`src/rtl/riscv_pkg.sv`:
```
// Shared RV32I encoding types: instruction formats, base opcodes, field bundle
// and the loader FSM state.
package riscv_pkg;

    localparam int unsigned XLEN = 32;

    typedef enum logic [2:0] {
        FMT_R = 3'd0,
        FMT_I = 3'd1,
        FMT_S = 3'd2,
        FMT_B = 3'd3,
        FMT_U = 3'd4,
        FMT_J = 3'd5
    } instr_fmt_t;

    localparam logic [6:0] OP_R    = 7'h33;
    localparam logic [6:0] OP_I    = 7'h13;
    localparam logic [6:0] OP_LOAD = 7'h03;
    localparam logic [6:0] OP_S    = 7'h23;
    localparam logic [6:0] OP_B    = 7'h63;
    localparam logic [6:0] OP_LUI  = 7'h37;
    localparam logic [6:0] OP_JAL  = 7'h6F;

    // Decoded field bundle as presented on the loader input
    typedef struct packed {
        logic [6:0]      funct7;
        logic [4:0]      rs2;
        logic [4:0]      rs1;
        logic [2:0]      funct3;
        logic [4:0]      rd;
        logic [6:0]      opcode;
        logic [XLEN-1:0] imm;
    } instr_fields_t;

    typedef enum logic [1:0] {
        ST_IDLE = 2'd0,
        ST_LOAD = 2'd1,
        ST_DONE = 2'd2
    } load_state_t;

endpackage

```
`src/rtl/instr_packer.sv`:
```
// Combinational packer: decoded fields plus format select -> 32-bit RV32I word.
// fmt_valid_c is low for the two unassigned format codes.
module instr_packer
    import riscv_pkg::*;
(
    input  logic [2:0]      fmt,
    input  instr_fields_t   fields,
    output logic [XLEN-1:0] word_c,
    output logic            fmt_valid_c
);

    always_comb begin
        word_c      = '0;
        fmt_valid_c = 1'b1;
        case (instr_fmt_t'(fmt))
            FMT_R: word_c = {fields.funct7, fields.rs2, fields.rs1, fields.funct3,
                             fields.rd, fields.opcode};
            FMT_I: word_c = {fields.imm[11:0], fields.rs1, fields.funct3,
                             fields.rd, fields.opcode};
            FMT_S: word_c = {fields.imm[11:5], fields.rs2, fields.rs1, fields.funct3,
                             fields.imm[4:0], fields.opcode};
            // Branch/jump offsets are byte offsets; bit 0 is implied zero
            FMT_B: word_c = {fields.imm[12], fields.imm[10:5], fields.rs2, fields.rs1,
                             fields.funct3, fields.imm[4:1], fields.imm[11], fields.opcode};
            FMT_U: word_c = {fields.imm[31:12], fields.rd, fields.opcode};
            FMT_J: word_c = {fields.imm[20], fields.imm[10:1], fields.imm[11],
                             fields.imm[19:12], fields.rd, fields.opcode};
            default: fmt_valid_c = 1'b0;
        endcase
    end

endmodule

```
`src/rtl/instr_encoder_loader.sv`:
```
// Program loader: packs field bundles into RV32I words and streams them into
// instruction memory at consecutive word addresses, one registered write per accept.
module instr_encoder_loader
    import riscv_pkg::*;
#(
    parameter int unsigned ADDR_W    = 8,
    parameter int unsigned DEPTH     = 256,
    parameter int unsigned BASE_ADDR = 0
) (
    input  logic              clk,
    input  logic              reset,
    input  logic              start,
    input  logic              in_valid,
    output logic              in_ready,
    input  logic [2:0]        in_fmt,
    input  logic [6:0]        opcode,
    input  logic [4:0]        rd,
    input  logic [2:0]        funct3,
    input  logic [4:0]        rs1,
    input  logic [4:0]        rs2,
    input  logic [6:0]        funct7,
    input  logic [31:0]       imm,
    input  logic              in_last,
    output logic              imem_we,
    output logic [ADDR_W-1:0] imem_addr,
    output logic [31:0]       imem_wdata,
    output logic              busy,
    output logic              done,
    output logic [ADDR_W:0]   count,
    output logic              err_fmt,
    output logic              err_ovf
);

    localparam int unsigned CNT_W = ADDR_W + 1;

    load_state_t       state_q, state_d;
    logic [CNT_W-1:0]  count_q, count_d;
    logic              last_acc_q, last_acc_d;
    logic              err_fmt_q, err_fmt_d;
    logic              err_ovf_q, err_ovf_d;
    logic              we_q, we_d;
    logic [ADDR_W-1:0] addr_q, addr_d;
    logic [XLEN-1:0]   wdata_q, wdata_d;

    instr_fields_t     fields_c;
    logic [XLEN-1:0]   packed_c;
    logic              fmt_valid_c;
    logic              full_c;
    logic              xfer_c;

    always_comb begin
        fields_c        = '0;
        fields_c.funct7 = funct7;
        fields_c.rs2    = rs2;
        fields_c.rs1    = rs1;
        fields_c.funct3 = funct3;
        fields_c.rd     = rd;
        fields_c.opcode = opcode;
        fields_c.imm    = imm;
    end

    instr_packer u_packer (
        .fmt         (in_fmt),
        .fields      (fields_c),
        .word_c      (packed_c),
        .fmt_valid_c (fmt_valid_c)
    );

    assign full_c   = (count_q == CNT_W'(DEPTH));
    // Reset masks the handshake and strobe so nothing moves in the reset cycle
    assign in_ready = (state_q == ST_LOAD) && (count_q < CNT_W'(DEPTH)) && !last_acc_q && !reset;
    assign xfer_c   = in_valid && in_ready;

    always_ff @(posedge clk) begin
        if (reset) begin
            state_q    <= ST_IDLE;
            count_q    <= '0;
            last_acc_q <= 1'b0;
            err_fmt_q  <= 1'b0;
            err_ovf_q  <= 1'b0;
            we_q       <= 1'b0;
            addr_q     <= '0;
            wdata_q    <= '0;
        end else begin
            state_q    <= state_d;
            count_q    <= count_d;
            last_acc_q <= last_acc_d;
            err_fmt_q  <= err_fmt_d;
            err_ovf_q  <= err_ovf_d;
            we_q       <= we_d;
            addr_q     <= addr_d;
            wdata_q    <= wdata_d;
        end
    end

    // Next state: leave LOAD one cycle after the final accept, so DONE follows the last write
    always_comb begin
        state_d = state_q;
        case (state_q)
            ST_IDLE: if (start) state_d = ST_LOAD;
            ST_LOAD: if (last_acc_q || full_c) state_d = ST_DONE;
            ST_DONE: if (start) state_d = ST_LOAD;
            default: state_d = ST_IDLE;
        endcase
    end

    // Datapath and flag updates
    always_comb begin
        count_d    = count_q;
        last_acc_d = last_acc_q;
        err_fmt_d  = err_fmt_q;
        err_ovf_d  = err_ovf_q;
        we_d       = 1'b0;
        addr_d     = addr_q;
        wdata_d    = wdata_q;

        if (state_q != ST_LOAD && start) begin
            count_d    = '0;
            last_acc_d = 1'b0;
            err_fmt_d  = 1'b0;
            err_ovf_d  = 1'b0;
        end

        if (xfer_c) begin
            if (fmt_valid_c) begin
                we_d    = 1'b1;
                addr_d  = ADDR_W'(BASE_ADDR) + count_q[ADDR_W-1:0];
                wdata_d = packed_c;
                count_d = count_q + CNT_W'(1);
            end else begin
                err_fmt_d = 1'b1;
            end
            if (in_last) last_acc_d = 1'b1;
        end

        if (state_q == ST_LOAD && full_c && !last_acc_q) err_ovf_d = 1'b1;
    end

    assign imem_we    = we_q && !reset;
    assign imem_addr  = addr_q;
    assign imem_wdata = wdata_q;
    assign busy       = (state_q == ST_LOAD);
    assign done       = (state_q == ST_DONE);
    assign count      = count_q;
    assign err_fmt    = err_fmt_q;
    assign err_ovf    = err_ovf_q;

endmodule

```
`config.mk`:
```
export PLATFORM = sky130hd
export DESIGN_NAME = instr_encoder_loader
export DESIGN_NICKNAME = d
export VERILOG_FILES = /design/src/rtl/riscv_pkg.sv /design/src/rtl/instr_packer.sv /design/src/rtl/instr_encoder_loader.sv
export SDC_FILE = /design/constraint.sdc
export NUM_CORES = 1
export LEC_CHECK = 0
export CORE_UTILIZATION = 37
export CTS_BUF_LIST = sky130_fd_sc_hd__clkbuf_8
export DETAILED_ROUTE_END_ITERATION = 16
export PLACE_DENSITY_LB_ADDON = 0.15
export RECOVER_POWER = 100
export SLEW_MARGIN = 20
export SYNTH_ARGS = -nofsm -noshare
export SYNTH_HDL_FRONTEND = slang
export SYNTH_SLANG_ARGS = --single-unit
```
`constraint.sdc`:
```
create_clock -name clk -period 1.3 [get_ports clk]
set_input_delay 0.195 -clock clk [delete_from_list [all_inputs] [get_ports clk]]
set_output_delay 0.195 -clock clk [all_outputs]
set_load 0.005 [all_outputs]
```
* Word level (Yosys, flattened, before mapping)
Cells that the tools add are included.
** Cells by class
- Eq/ne operators :: 11
- Order comparisons :: 1
- Reduce and logical (&&, ||, !) cells :: 19
- Add/sub/neg operators :: 1
- Muxes and demuxes :: 17
- Bitwise gates (word level) :: 1
** Operators with widths (number)
- case mux 32 bit (6 select lines) :: 1
- two-way mux 9 bit :: 3
- two-way mux 1 bit :: 10
- adder 9 x 1 -> 9 bit, second input constant :: 1
- == test 9 bit, second input constant :: 1
- less-than comparator 9 bit, second input constant :: 1
- logical AND 1 bit :: 8
- == test 3 x 2 -> 1 bit, second input constant :: 2
- == test 3 bit, second input constant :: 2
- inequality test 2 x 1 -> 1 bit, second input constant :: 3
- OR reduction 6 bit :: 1
- two-way mux 2 bit :: 2
- case mux 2 bit (2 select lines) :: 1
- AND reduction 2 bit :: 2
- OR reduction 2 bit :: 2
- == test 3 x 1 -> 1 bit, second input constant :: 1
- zero test 3 bit :: 1
- == test 2 x 1 -> 1 bit, second input constant :: 1
- == test 2 bit, second input constant :: 1
- zero test 1 bit :: 2
- zero test 2 bit :: 1
- nonzero test 2 bit :: 1
- logical OR 1 bit :: 1
- NOT 1 bit :: 1
** Word-level totals
- Output and inout port bits :: 55
- Bits in registers :: 55
- Logic and storage cells :: 58

* Logic depth before layout (Yosys ltp)
- Word-level depth :: 7
- Gate-level depth with buffers :: 8
- Gate-level depth less buffers :: 5

* Hierarchy
Synthesis repeated with hierarchy kept, for this count alone.
** Unflattened totals
- Cell total of the unflattened synthesis :: 345
- Area total of the unflattened synthesis :: 2691.3 um2
** Modules (own cells, without submodules)
- instr_encoder_loader :: area each 2109.5 um2, times used 1, cells each 259, seq. area each 1101.1 um2
- instr_packer :: area each 581.8 um2, times used 1, cells each 86, seq. area each 0.0 um2

* Worst setup path before layout
OpenSTA, ideal clock, no wires.
- Path kind :: flip-flop to flip-flop
- From :: register count_q[8], in the netlist count[8]
- To :: register count_q[7], in the netlist count[7]
- Data required time :: 1.212 ns
- Stages on the path, launching flop included :: 7
- Arrival :: 1.316 ns
- Setup slack :: -0.105 ns
- Setup time :: 0.088 ns
- Cells stage by stage :: dfxtp_1 > a211oi_4 > nand2_2 > inv_2 > buf_6 > a41oi_2 > a311oi_2
** Between the ends
- Word-level cells in the longest chain between the ends :: 6
** Ends and longest elaborated chain
- start: declaration :: RTL line instr_encoder_loader.sv:37 : logic [CNT_W-1:0] count_q, count_d;
- start signal: assignment :: RTL line instr_encoder_loader.sv:86 : count_q <= count_d;
- less-than comparator 9 bit :: RTL line instr_encoder_loader.sv:71 : assign in_ready = (state_q == ST_LOAD) && (count_q < CNT_W'(DEPTH)) && !last_acc_q && !reset;
- logical AND 1 bit (3 in series) :: RTL line instr_encoder_loader.sv:71
- logical AND 1 bit :: RTL line instr_encoder_loader.sv:72 : assign xfer_c = in_valid && in_ready;
- two-way mux 9 bit :: RTL line instr_encoder_loader.sv:124 : if (xfer_c) begin
No other way between the ends.
A chain may end at the register's enable or synchronous reset.

* Final worst setup path
- From :: register last_acc_q
- To :: register wdata_q[11], in the netlist imem_wdata[11]
** Between the ends
- Word-level cells in the longest chain between the ends :: 5
** Ends and longest elaborated chain
- start: declaration :: RTL line instr_encoder_loader.sv:38 : logic last_acc_q, last_acc_d;
- start signal: assignment :: RTL line instr_encoder_loader.sv:87 : last_acc_q <= last_acc_d;
- zero test 1 bit :: RTL line instr_encoder_loader.sv:71
- logical AND 1 bit (2 in series) :: RTL line instr_encoder_loader.sv:71
- logical AND 1 bit :: RTL line instr_encoder_loader.sv:72
- AND reduction 2 bit (no line)
- end signal: assignment :: RTL line instr_encoder_loader.sv:92 : wdata_q <= wdata_d;
- end: declaration :: RTL line instr_encoder_loader.sv:43 : logic [XLEN-1:0] wdata_q, wdata_d;
No other way between the ends.

==> impl_metrics.env <==
export IMPL_status="finished with violations"
export IMPL_violations="design-rule violations, negative setup slack"
export IMPL_crit_path_max_fanout=19
export IMPL_path_clk_slew_ps=90
export IMPL_clock_root_buffer="clkbuf_8"
export IMPL_finalHoldViolCount=0
export IMPL_grt_pass1_wl_um=12900
export IMPL_synth_lib_cells_used_distinct=46
export IMPL_hold_path_class="input pin to flip-flop"
export IMPL_area_growth_pct=84.6
export IMPL_whs_ps=426
export IMPL_setup_ws_ps=-211
export IMPL_die_w_um=85.0
export IMPL_clock_latency_ps=310
export IMPL_synth_area_sq_um=2550
export IMPL_internal_power_w=0.00260
export IMPL_yosysMostFrequentCell="dfxtp_1"
export IMPL_via_count=2880
export IMPL_grt_use_total_pct=22.1
export IMPL_p_switching_w=0.000885
export IMPL_io_buffers=126
export IMPL_cap_violations=0
export IMPL_required_ps=1480
export IMPL_viasPerCell=5.30
export IMPL_fp_dieArea_sq_um=7220
export IMPL_irDropWorstVdd_v=0.000446
export IMPL_p_per_area_nw_per_um2=741
export IMPL_drtAntennaViolNets=0
export IMPL_routed_wl_um=8110
export IMPL_grt_pass1_vias=2777
export IMPL_total_leakage_power_nw=2.05
export IMPL_io_pins=127
export IMPL_synth_cells=293
export IMPL_end_kind="flip-flop"
export IMPL_wl_per_cell_um=14.9
export IMPL_cp_start_kind="flip-flop"
export IMPL_drt_iter0_drc=124
export IMPL_power_frac_comb_pct=22.5
export IMPL_firstDrtPassIters=10
export IMPL_crit_start="last_acc_q"
export IMPL_routabilityCongestion=0.816
export IMPL_initial_core_util_pct=39.2
export IMPL_slew_headroom_pct=73.1
export IMPL_clockPowerShare_pct=27.6
export IMPL_finalMaxSlewViolations=0
export IMPL_drive_gt1_share_pct=36.5
export IMPL_r2r_start="last_acc_q"
export IMPL_synth_area_leaders="dfxtp_1 43%, nor2_1 5.6%, a22oi_1 5.3%, nand2_1 5.2%, a21oi_1 4.5%"
export IMPL_clock_skew_final_ps=11.9
export IMPL_cts_sinks=55
export IMPL_fp_row_count=29
export IMPL_grt_overflow_total=0
export IMPL_ys_dominant_reg_cell="dfxtp_1"
export IMPL_syn_num_nets=367
export IMPL_path_class="flip-flop to flip-flop"
export IMPL_worst_ep_arrival_time_ps=1700
export IMPL_core_sq_um=6490
export IMPL_swShare_pct=25.4
export IMPL_cts_buffer_depth=2
export IMPL_dp_slack_ps=-578
export IMPL_max_slew_worst_pin_slew_ps=403
export IMPL_power_total_w=0.00348
export IMPL_yosysSeqAreaShare_pct=43.2
export IMPL_layout_min_cycle_time_ps=1510
export IMPL_pwr_share_seq_pct=49.9
export IMPL_cts_tree="done"
export IMPL_post_route_period_util_pct=116
export IMPL_fmax_mhz=662
export IMPL_fin_nets=540
export IMPL_dp_hpwl_um=5510
export IMPL_synth_seq_cells=55
export IMPL_setup_tns_ps=-7520
export IMPL_numCtsBuffers=5
export IMPL_cts_htree_levels=2
export IMPL_worstHoldStart="opcode[5]"
export IMPL_synth_common_cells="55 x dfxtp_1, 38 x nor2_1, 35 x nand2_1"
export IMPL_grt_start_max_net_pins=35
export IMPL_antenna_found_initial=0
export IMPL_synth_top_area_share_pct=43.2
export IMPL_syn_area_per_cell_sq_um=8.69
export IMPL_rsz0062_at_grt="true"
export IMPL_synth_edf_count=0
export IMPL_diodes=0
export IMPL_finalSetupViolations=53
export IMPL_synth_area_leader_cell="dfxtp_1"
export IMPL_ys_async_sr_fraction_pct=0
export IMPL_ys_warn_count=0
export IMPL_die_y_um=85.0
export IMPL_drcViolationCount=7
## routing by layer
metal  vias to the layer above  part of all wire (%)  wire, um  GRT usage [%]
met5                         -                     0         0              0
met4                         0                   1.0        83           6.01
met3                        10                   7.3       595           6.71
met2                       115                    49      3960           37.3
met1                      1337                    43      3480           27.4
li1                       1418                     -         -              -
## repair_timing
action,CTS,global route
setup buffers,13,4
pin swaps,10,23
cloned,2,0
resized for setup,140,39
hold buffers,0,0
hold endpoints to repair,0,0
endpoints found under the setup margin,103,56
## state kept, by name, indices dropped and copies added (netlist names)
signal	flops
count	9
err_fmt	1
err_ovf	1
imem_addr	8
imem_wdata	32
last_acc_q	1
state_q	2
we_q	1
## layout by cell type (no fill, tap or decap), drive strengths merged, types with 2 or more instances in the layout
cell type,n
a211oi,13
a21oi,23
a221oi,13
a22o,4
a22oi,18
a311oi,3
a32oi,2
and2,3
buf,66
clkbuf,6
clkdlybuf4s50,70
clkinv,3
dfxtp,55
dlygate4sd2,52
ha,2
inv,4
mux2,2
nand2,36
nand2b,4
nand4,4
nor2,39
nor2b,5
nor3,14
o22a,6
xor2,3
## cell families after synthesis
kind of cell,after synthesis,synth area share (%)
and+or+nand+nor,113,20.7
DFF,55,43.2
buffers and inverters,28,5.60
xor gates and xnor gates,4,1.38
AOI/OAI and AO/OA,87,25.9
muxes,4,2.16
adders and majority gates,2,0.983
## final cells by class
cell class | count | area, sq um
Inverter | 6 | 35.0
Tap cell | 77 | 96.3
Fill cell | 495 | 1790
Multi-Input combinational cell | 210 | 1540
Timing Repair Buffer | 188 | 1780
Clock buffer | 6 | 82.6
Clock inverter | 1 | 5.00
Sequential cell | 55 | 1160
## power by group through the flow
stage	sequential, W	combinational, W	clock (W)
after global placement	0.00179	0.000704	0
after global routing	0.00175	0.000845	0.00104
after CTS	0.00174	0.000741	0.000977
after floorplan	0.00179	0.000269	0
after detailed placement	0.00178	0.000713	0
final	0.00174	0.000785	0.000961
## metrics by stage
stage	utilization (%)	area (sq um)	cells
after floorplan	-	2560	293
after global placement	64.1	4170	519
after detailed placement	64.1	4170	519
after CTS	69.6	4520	541
after global routing	72.4	4700	543
final	72.4	4700	543
## critical path, stage by stage (launching register included)
cell	delay, ps
dfxtp_2	340
buf_6	110
and4bb_2	330
nand2_4	100
buf_12	180
a221oi_1	240
nor3_1	80
## final timing paths
path	endpoint	slack, ps	depth (start not counted)
setup / recovery	imem_wdata[11]	-210	6
hold / removal	imem_wdata[5]	430	3
setup reg to reg	imem_wdata[11]	-210	6
hold reg to reg	imem_wdata[5]	450	2
Note: power is estimated with default switching activity, not from simulation.
